===== config.mk =====
export PLATFORM = sky130hd
export DESIGN_NAME = rgb_sequence_ctrl
export DESIGN_NICKNAME = d
export VERILOG_FILES = /design/src/rtl/rgb_sequence_ctrl.sv
export SDC_FILE = /design/constraint.sdc
export NUM_CORES = 1
export LEC_CHECK = 0
export CAP_MARGIN = 20
export CORE_MARGIN = 8
export CORE_UTILIZATION = 30
export CTS_CLUSTER_DIAMETER = 60
export DETAILED_ROUTE_END_ITERATION = 8
export SYNTH_ARGS = -nofsm -noshare
export SYNTH_HDL_FRONTEND = slang
export SYNTH_SLANG_ARGS = --single-unit

===== constraint.sdc =====
create_clock -name clk -period 3.7 [get_ports clk]
set_input_delay 0.74 -clock clk [delete_from_list [all_inputs] [get_ports clk]]
set_output_delay 0.74 -clock clk [all_outputs]
set_load 0.02 [all_outputs]

===== src/rtl/rgb_sequence_ctrl.sv =====
// Table-driven RGB LED sequencer: loads {colour, duration} steps, then plays them once or looped.
// Optional PWM_DIM_EN adds a brightness input that dims the LED with a 4-bit duty counter.
module rgb_sequence_ctrl #(
  parameter int NUM_STEPS = 8,
  parameter int TICK_DIV  = 12000,
  parameter int DUR_W     = 10
) (
  input  logic                         clk,
  input  logic                         rst,
  input  logic                         cfg_valid,
  output logic                         cfg_ready,
  input  logic [$clog2(NUM_STEPS)-1:0] cfg_idx,
  input  logic [2:0]                   cfg_color,
  input  logic [DUR_W-1:0]             cfg_dur,
  input  logic [$clog2(NUM_STEPS)-1:0] cfg_last,
  input  logic                         loop_en,
  input  logic                         start,
  input  logic                         stop,
`ifdef PWM_DIM_EN
  input  logic [3:0]                   brightness,
`endif
  output logic                         red,
  output logic                         green,
  output logic                         blue,
  output logic                         busy,
  output logic                         done
);

  localparam int IW = $clog2(NUM_STEPS);
  localparam int PW = (TICK_DIV > 1) ? $clog2(TICK_DIV) : 1;

  localparam logic [1:0] S_IDLE = 2'd0;
  localparam logic [1:0] S_RUN  = 2'd1;
  localparam logic [1:0] S_FIN  = 2'd2;

  localparam logic [PW-1:0]    PRE_MAX = PW'(TICK_DIV - 1);
  localparam logic [DUR_W-1:0] DUR_ONE = DUR_W'(1);

  logic [1:0]       r_state, w_state_nx;
  logic [IW-1:0]    r_idx, w_idx_nx, w_idx_inc;
  logic [IW-1:0]    r_last, w_last_nx;
  logic             r_loop, w_loop_nx;
  logic [PW-1:0]    r_pre, w_pre_nx;
  logic [DUR_W-1:0] r_timer, w_timer_nx;
  logic [2:0]       r_tbl_color [NUM_STEPS];
  logic [DUR_W-1:0] r_tbl_dur   [NUM_STEPS];
  logic [2:0]       r_led, w_color_nx;
  logic             w_tick, w_pwm_on, w_cfg_wr;

  function automatic logic [DUR_W-1:0] f_dur(input logic [DUR_W-1:0] d);
    return (d == '0) ? DUR_ONE : d;
  endfunction

  assign w_tick    = (r_pre == PRE_MAX);
  assign w_idx_inc = (r_idx == r_last) ? '0 : r_idx + IW'(1);
  assign w_cfg_wr  = cfg_valid && (r_state == S_IDLE);

  always_comb begin
    w_state_nx = r_state;
    w_idx_nx   = r_idx;
    w_last_nx  = r_last;
    w_loop_nx  = r_loop;
    w_pre_nx   = r_pre;
    w_timer_nx = r_timer;
    case (r_state)
      S_IDLE: begin
        if (start && !stop) begin
          w_state_nx = S_RUN;
          w_last_nx  = cfg_last;
          w_loop_nx  = loop_en;
          w_idx_nx   = '0;
          w_pre_nx   = '0;
          w_timer_nx = f_dur(r_tbl_dur[0]);
        end
      end
      S_RUN: begin
        // stop wins over any same-cycle tick or advance
        if (stop) begin
          w_state_nx = S_IDLE;
        end else begin
          w_pre_nx = w_tick ? '0 : r_pre + PW'(1);
          if (w_tick) begin
            if (r_timer > DUR_ONE) begin
              w_timer_nx = r_timer - DUR_ONE;
            end else if ((r_idx != r_last) || r_loop) begin
              w_idx_nx   = w_idx_inc;
              w_timer_nx = f_dur(r_tbl_dur[w_idx_inc]);
            end else begin
              w_state_nx = S_FIN;
            end
          end
        end
      end
      default: w_state_nx = S_IDLE;
    endcase
    // the table is frozen outside IDLE, so the next step's colour can be looked up directly
    w_color_nx = (w_state_nx == S_RUN) ? r_tbl_color[w_idx_nx] : '0;
  end

`ifdef PWM_DIM_EN
  logic [3:0] r_pwm;

  always_ff @(posedge clk) begin
    if (rst) r_pwm <= '0;
    else     r_pwm <= r_pwm + 4'd1;
  end

  assign w_pwm_on = (r_pwm < brightness);
`else
  assign w_pwm_on = 1'b1;
`endif

  always_ff @(posedge clk) begin
    if (rst) begin
      r_state     <= S_IDLE;
      r_idx       <= '0;
      r_last      <= '0;
      r_loop      <= 1'b0;
      r_pre       <= '0;
      r_timer     <= '0;
      r_led       <= '0;
      r_tbl_color <= '{default: '0};
      r_tbl_dur   <= '{default: '0};
    end else begin
      r_state <= w_state_nx;
      r_idx   <= w_idx_nx;
      r_last  <= w_last_nx;
      r_loop  <= w_loop_nx;
      r_pre   <= w_pre_nx;
      r_timer <= w_timer_nx;
      r_led   <= w_color_nx & {3{w_pwm_on}};
      if (w_cfg_wr) begin
        r_tbl_color[cfg_idx] <= cfg_color;
        r_tbl_dur[cfg_idx]   <= cfg_dur;
      end
    end
  end

  assign red       = r_led[2];
  assign green     = r_led[1];
  assign blue      = r_led[0];
  assign busy      = (r_state == S_RUN);
  assign done      = (r_state == S_FIN);
  assign cfg_ready = (r_state == S_IDLE);

endmodule


==> results.json, run 1 <==
{
  "overflow": 0,
  "sequentialPowerShare": 0.430,
  "power.ir.vdd_worst_v": 0.000233,
  "io_pins": 31,
  "drc": 0,
  "final_common_cell": "nand2_1",
  "row_count": 55,
  "synth_cells": 838,
  "fmax_mhz": 332,
  "clock_skew_ns": 0.00962,
  "numCtsBuffers": 17,
  "gp_congestion": 0.866,
  "hp-start": "r_tbl_color[22]",
  "wire_per_inst_um": 17.9,
  "leakage_nw": 3.18,
  "grtUsageTotal": 0.145,
  "die_y_um": 168,
  "hold_path.class": "flip-flop to flip-flop",
  "synth_edf_count": 0,
  "reg2reg_to": "r_timer[4]",
  "cts_max_path_buffers": 2,
  "final_cell_mix": "nand2_1 (154), dfxtp_1 (140), nor2_1 (90)",
  "status": "complete, no violations",
  "drt_iter0_drc": 600,
  "post-cts-setup-buffer-count": 0,
  "cts.clk_slew.worst_paths_ns": 0.06,
  "synthToLayoutAreaGrowth_pct": 16.2,
  "whs_ns": 0.449,
  "r2r_slack_ns": 0.75,
  "end_kind": "output port",
  "drv_slew": 0,
  "core_um2": 22600,
  "synth_nets": 867,
  "nets": 873,
  "cts_tree": "yes",
  "drv_cap": 0,
  "hpwl_mm": 14.1,
  "ys_ff_latch": 140,
  "clockPowerShare": 0.468,
  "synthesis.area_um2": 6910,
  "synth.distinct_cells": 75,
  "rsz0062_at_grt": "no",
  "drive_above_1_share": 0.0898,
  "ys_warn_count": 0,
  "vias_per_cell": 5.35,
  "p_int_mw": 2.69,
  "p_switching_uw": 976,
  "die_w_um": 168,
  "cts_resized": 0,
  "setup_viol": 0,
  "cp.required_ns": 2.96,
  "grt_max_degree": 63,
  "antenna_found_initial": 0,
  "numPortBuffers": 30,
  "cts_root_buf": "clkbuf_16",
  "clock_sinks": 140,
  "via_count": 6105,
  "rr_worst_depth": 8,
  "synthArstFlopShare": 0,
  "cp_max_fo": 22,
  "syn_avg_cell_area_um2": 8.24,
  "htree_levels": 4,
  "min_to": "r_tbl_color[22]",
  "arrival_ns": 2.27,
  "netSwitchingFraction": 0.266,
  "grt_pass1_wl_mm": 32.7,
  "period_needed_ns": 3.01,
  "finalHoldViolCount": 0,
  "diodes": 0,
  "ys_seq_area_frac": 0.406,
  "initial_core_util": 0.305,
  "die_area_um2": 28100,
  "ant_nets": 0,
  "start_kind": "flip-flop",
  "firstDrtPassIters": 5,
  "hold_buffers": 0,
  "holdPathStages": 2,
  "synth_ff_type": "dfxtp_1",
  "tightest_slew_ns": 1.01,
  "cellPowerDensity_nw_per_um2": 457,
  "relSlewSlack": 0.322,
  "r2r_start": "r_idx[2]",
  "crit_type": "flip-flop to output port",
  "grt_pass1_vias": 5699,
  "setup-tns-final_ns": 0,
  "min_period_over_period": 0.813,
  "combPwrFrac": 0.102,
  "worst_skew_pair.late_latency_ns": 0.43,
  "wirelength_mm": 20.4
}
==> flip-flops by register name, summed over array words and instances (netlist names) <==
register and cells:
r_idx 3, r_last 3, r_led 3, r_loop 1
r_pre 14, r_state 2, r_tbl_color 24, r_tbl_dur 80
r_timer 10
==> synthesized netlist by cell type (all sizes together) (16+ instances only) <==
cell type / number / area (um2)
nand2: 154 / 578
dfxtp: 140 / 2800
nor2: 90 / 338
a21oi: 81 / 405
mux2i: 62 / 621
clkbuf: 50 / 209
a211oi: 21 / 158
and3: 17 / 115
inv: 16 / 60.1
o21ai: 16 / 80.1
xnor2: 16 / 140
==> per-stage QoR <==
stage / power [mW] / std cells / cell area, um2 / util / setup WS [ns]
after detailed placement: 1.98 / 1110 / 7440 / 0.328 / 0.778
after CTS: 3.69 / 1142 / 8030 / 0.354 / 0.687
after global placement: 1.97 / 1110 / 7440 / 0.328 / 0.829
final: 3.67 / 1142 / 8030 / 0.354 / 0.692
after global routing: 3.81 / 1142 / 8030 / 0.354 / 0.487
after floorplan: 1.86 / 838 / 6910 / - / 1.10
==> layout make-up <==
| cell class | instances | area [um2] |
|---|---|---|
| clock buffer | 18 | 429 |
| clock inverter | 14 | 159 |
| fill | 2331 | 14600 |
| inverter | 17 | 63.8 |
| multi-input combinational | 619 | 3770 |
| sequential | 140 | 2800 |
| tap | 285 | 357 |
| timing repair buffer | 49 | 440 |
==> power by group through the flow <==
| stage | logic, mW | clock network, mW | registers, mW |
|---|---|---|---|
| after global placement | 0.366 | 0 | 1.61 |
| after floorplan | 0.261 | 0 | 1.60 |
| after detailed placement | 0.370 | 0 | 1.61 |
| final | 0.373 | 1.72 | 1.58 |
| after CTS | 0.371 | 1.74 | 1.58 |
| after global routing | 0.410 | 1.82 | 1.58 |
==> how the worst max path moves through the flow <==
stage                     slack [ns]         end        from
after floorplan                 1.10    r_led[1]    r_pre[0]
after global placement          0.83    r_led[2]        stop
after detailed placement        0.78    r_led[2]        stop
after CTS                       0.69        busy  r_state[0]
after global routing            0.49  r_timer[0]   r_last[0]
final                           0.69        busy  r_state[0]
==> cell families (layout without fill, tap and decap cells) <==
family	after synthesis	in the layout	share of synthesized area
AND/OR/NAND/NOR	326	326	0.219
buffers and inverters	79	98	0.0491
flip-flops	140	140	0.406
multiplexers	66	66	0.0980
adder cells (fa/ha/maj)	4	4	0.00724
AO/OA/AOI/OAI	202	202	0.193
XOR/XNOR	21	21	0.0277
==> worst max-delay path, stage by stage, from the launching register on <==
cell and delay (ns):
dfxtp_1 0.34, or2b_2 0.43, clkinv_1 0.41, clkdlybuf4s50_1 0.65
==> layer usage <==
metal / track usage / vias up / wire length (um)
met4: 0.0648 / 0 / 506
li1: - / 2991 / -
met5: 0 / - / 0
met3: 0.0287 / 38 / 1060
met1: 0.200 / 2894 / 9900
met2: 0.215 / 182 / 8940
No activity file was read; power rests on OpenSTA's default activity.
==> run 2, diff against run 1 <==
==> constraint.sdc (replaced) <==
create_clock -name clk -period 2.7 [get_ports clk]
set_input_delay 0.54 -clock clk [delete_from_list [all_inputs] [get_ports clk]]
set_output_delay 0.54 -clock clk [all_outputs]
set_load 0.02 [all_outputs]
==> run 2 against run 1 <==
Effect of this change:
- the flow now finishes with violations (negative setup slack)
- worst hold slack got worse by 0.10 ns
- combinational power rose by 54%
- non-clock buffer count rose by 54
- first-iteration DRC count fell by 7.5%
- largest cell class unchanged
- critical path depth rose by 8
- die area did not move
- highest routed layer unchanged
- global-route usage rose by 0.45 points
- via count rose by 4.0%
==> results.json, run 2 (synthesized netlist as in run 1, its figures left out) <==
{
  "antenna_found_initial": 0,
  "clock_sinks": 140,
  "synthToLayoutAreaGrowth_pct": 24.9,
  "die_w_um": 168,
  "fin_area_um2": 8630,
  "die_area_um2": 28100,
  "power_mw": 5.12,
  "nets": 927,
  "overflow": 0,
  "cts.clk_slew.worst_paths_ns": 0.06,
  "p_switching_mw": 1.36,
  "worst_skew_pair.late_latency_ns": 0.43,
  "diodes": 0,
  "pre_cts_slack_ns": -0.0121,
  "cts_root_buf": "clkbuf_16",
  "grt_pass1_wl_mm": 33.6,
  "sequentialPowerShare": 0.421,
  "htree_levels": 4,
  "core_um2": 22600,
  "row_count": 55,
  "cp.required_ns": 3.05,
  "cts_tree": "yes",
  "drv_slew": 0,
  "via_count": 6349,
  "drive_above_1_share": 0.171,
  "regMostFlops": "r_tbl_dur",
  "gp_congestion": 0.880,
  "vias_per_cell": 5.31,
  "largest_register_ffs": 80,
  "grt_max_degree": 82,
  "arrival_ns": 3.13,
  "layout_setup_ws_ns": -0.0821,
  "clockPowerShare": 0.466,
  "grt_pass1_vias": 6037,
  "drt_iter0_drc": 555,
  "setup-tns-final_ns": -0.151,
  "tightest_slew_ns": 0.897,
  "cp_max_fo": 4,
  "hold_path.class": "primary input to flip-flop",
  "final-instance-count-excl-fill": 1196,
  "crit_type": "flip-flop to flip-flop",
  "placed_cells": 1156,
  "fmax_mhz": 359,
  "numCtsBuffers": 17,
  "clock_skew_ns": 0.0116,
  "start_kind": "flip-flop",
  "p_int_mw": 3.75,
  "relSlewSlack": 0.402,
  "utilization": 0.381,
  "hpwl_mm": 14.3,
  "setup_viol": 3,
  "whs_ns": 0.348,
  "leakage_nw": 3.49,
  "power.ir.vdd_worst_v": 0.000358,
  "finalHoldViolCount": 0,
  "firstDrtPassIters": 7,
  "end_kind": "flip-flop",
  "final_common_cell": "nand2_1",
  "ant_nets": 0,
  "cts_max_path_buffers": 2,
  "wirelength_mm": 21.2,
  "dpl_cell_area_um2": 7820,
  "fill_cells": 2288,
  "die_y_um": 168,
  "violations": "negative setup slack",
  "grtUsageTotal": 0.150,
  "numPortBuffers": 30,
  "initial_core_util": 0.305,
  "cellPowerDensity_nw_per_um2": 593,
  "largestRegisters": "r_tbl_dur: 80 flops, r_tbl_color: 24 flops, r_pre: 14 flops",
  "drv_cap": 0,
  "netSwitchingFraction": 0.266,
  "final_cell_mix": "nand2_1 (153), dfxtp_1 (136), nor2_1 (90)",
  "rsz0062_at_grt": "yes",
  "status": "finished with violations",
  "drc": 0,
  "combPwrFrac": 0.112,
  "io_pins": 31,
  "wire_per_inst_um": 17.8,
  "period_needed_ns": 2.78,
  "min_period_over_period": 1.03
}
[run 2: worst max-delay path, cell delays in order, from the launching register on]
cell and delay, ns:
dfxtp_2 0.35, ha_4 0.14, nand4_1 0.09, or4_4 0.54, or4_4 0.57, o211ai_1 0.23
buf_4 0.17, buf_6 0.11, buf_6 0.09, and3_4 0.17, o31ai_2 0.06, o22ai_1 0.19
[run 2: cell type report]
| type | count | area [um2] | share of cell area |
|---|---|---|---|
| timing repair buffer | 103 | 897 | 0.104 |
| clock inverter | 13 | 154 | 0.0178 |
| tap | 285 | 357 | 0.0413 |
| clock buffer | 19 | 443 | 0.0513 |
| multi-input combinational | 619 | 3910 | 0.453 |
| sequential | 140 | 2810 | 0.325 |
| inverter | 17 | 63.8 | 0.00739 |
[run 2: power groups by stage]
stage               clock (mW)  combinational, mW  sequential, mW
floorplan                    0              0.357            2.19
global placement             0              0.552            2.20
detailed placement           0              0.554            2.20
CTS                       2.43              0.559            2.15
global route              2.52              0.624            2.16
finish                    2.39              0.574            2.16
[run 2: what timing repair did]
| item | 4_1_cts | 5_1_grt |
|---|---|---|
| cloned | 2 | 0 |
| pin swaps | 4 | 17 |
| hold buffers | 0 | 0 |
| resized for setup | 14 | 31 |
| setup buffers | 0 | 6 |
| setup endpoints to repair | 3 | 8 |
| endpoints found under the hold margin | 0 | 0 |
[run 2: worst paths after layout]
check	from	to	slack, ns	cells after the start
hold / removal	rst	r_pre[10]	0.35	2
setup reg to reg	r_pre[1]	r_led[0]	-0.08	11
hold reg to reg	r_tbl_dur[8]	r_tbl_dur[8]	0.45	2
setup / recovery	r_pre[1]	r_led[0]	-0.08	11
[run 2: per-layer routing]
metal  track usage  routed length, um  vias to the layer above
met4        0.0536                363                        0
met1         0.202              10200                     3028
met2         0.230               9550                      188
met3        0.0341               1140                       35
met5             0                  0                        -
li1              -                  -                     3098
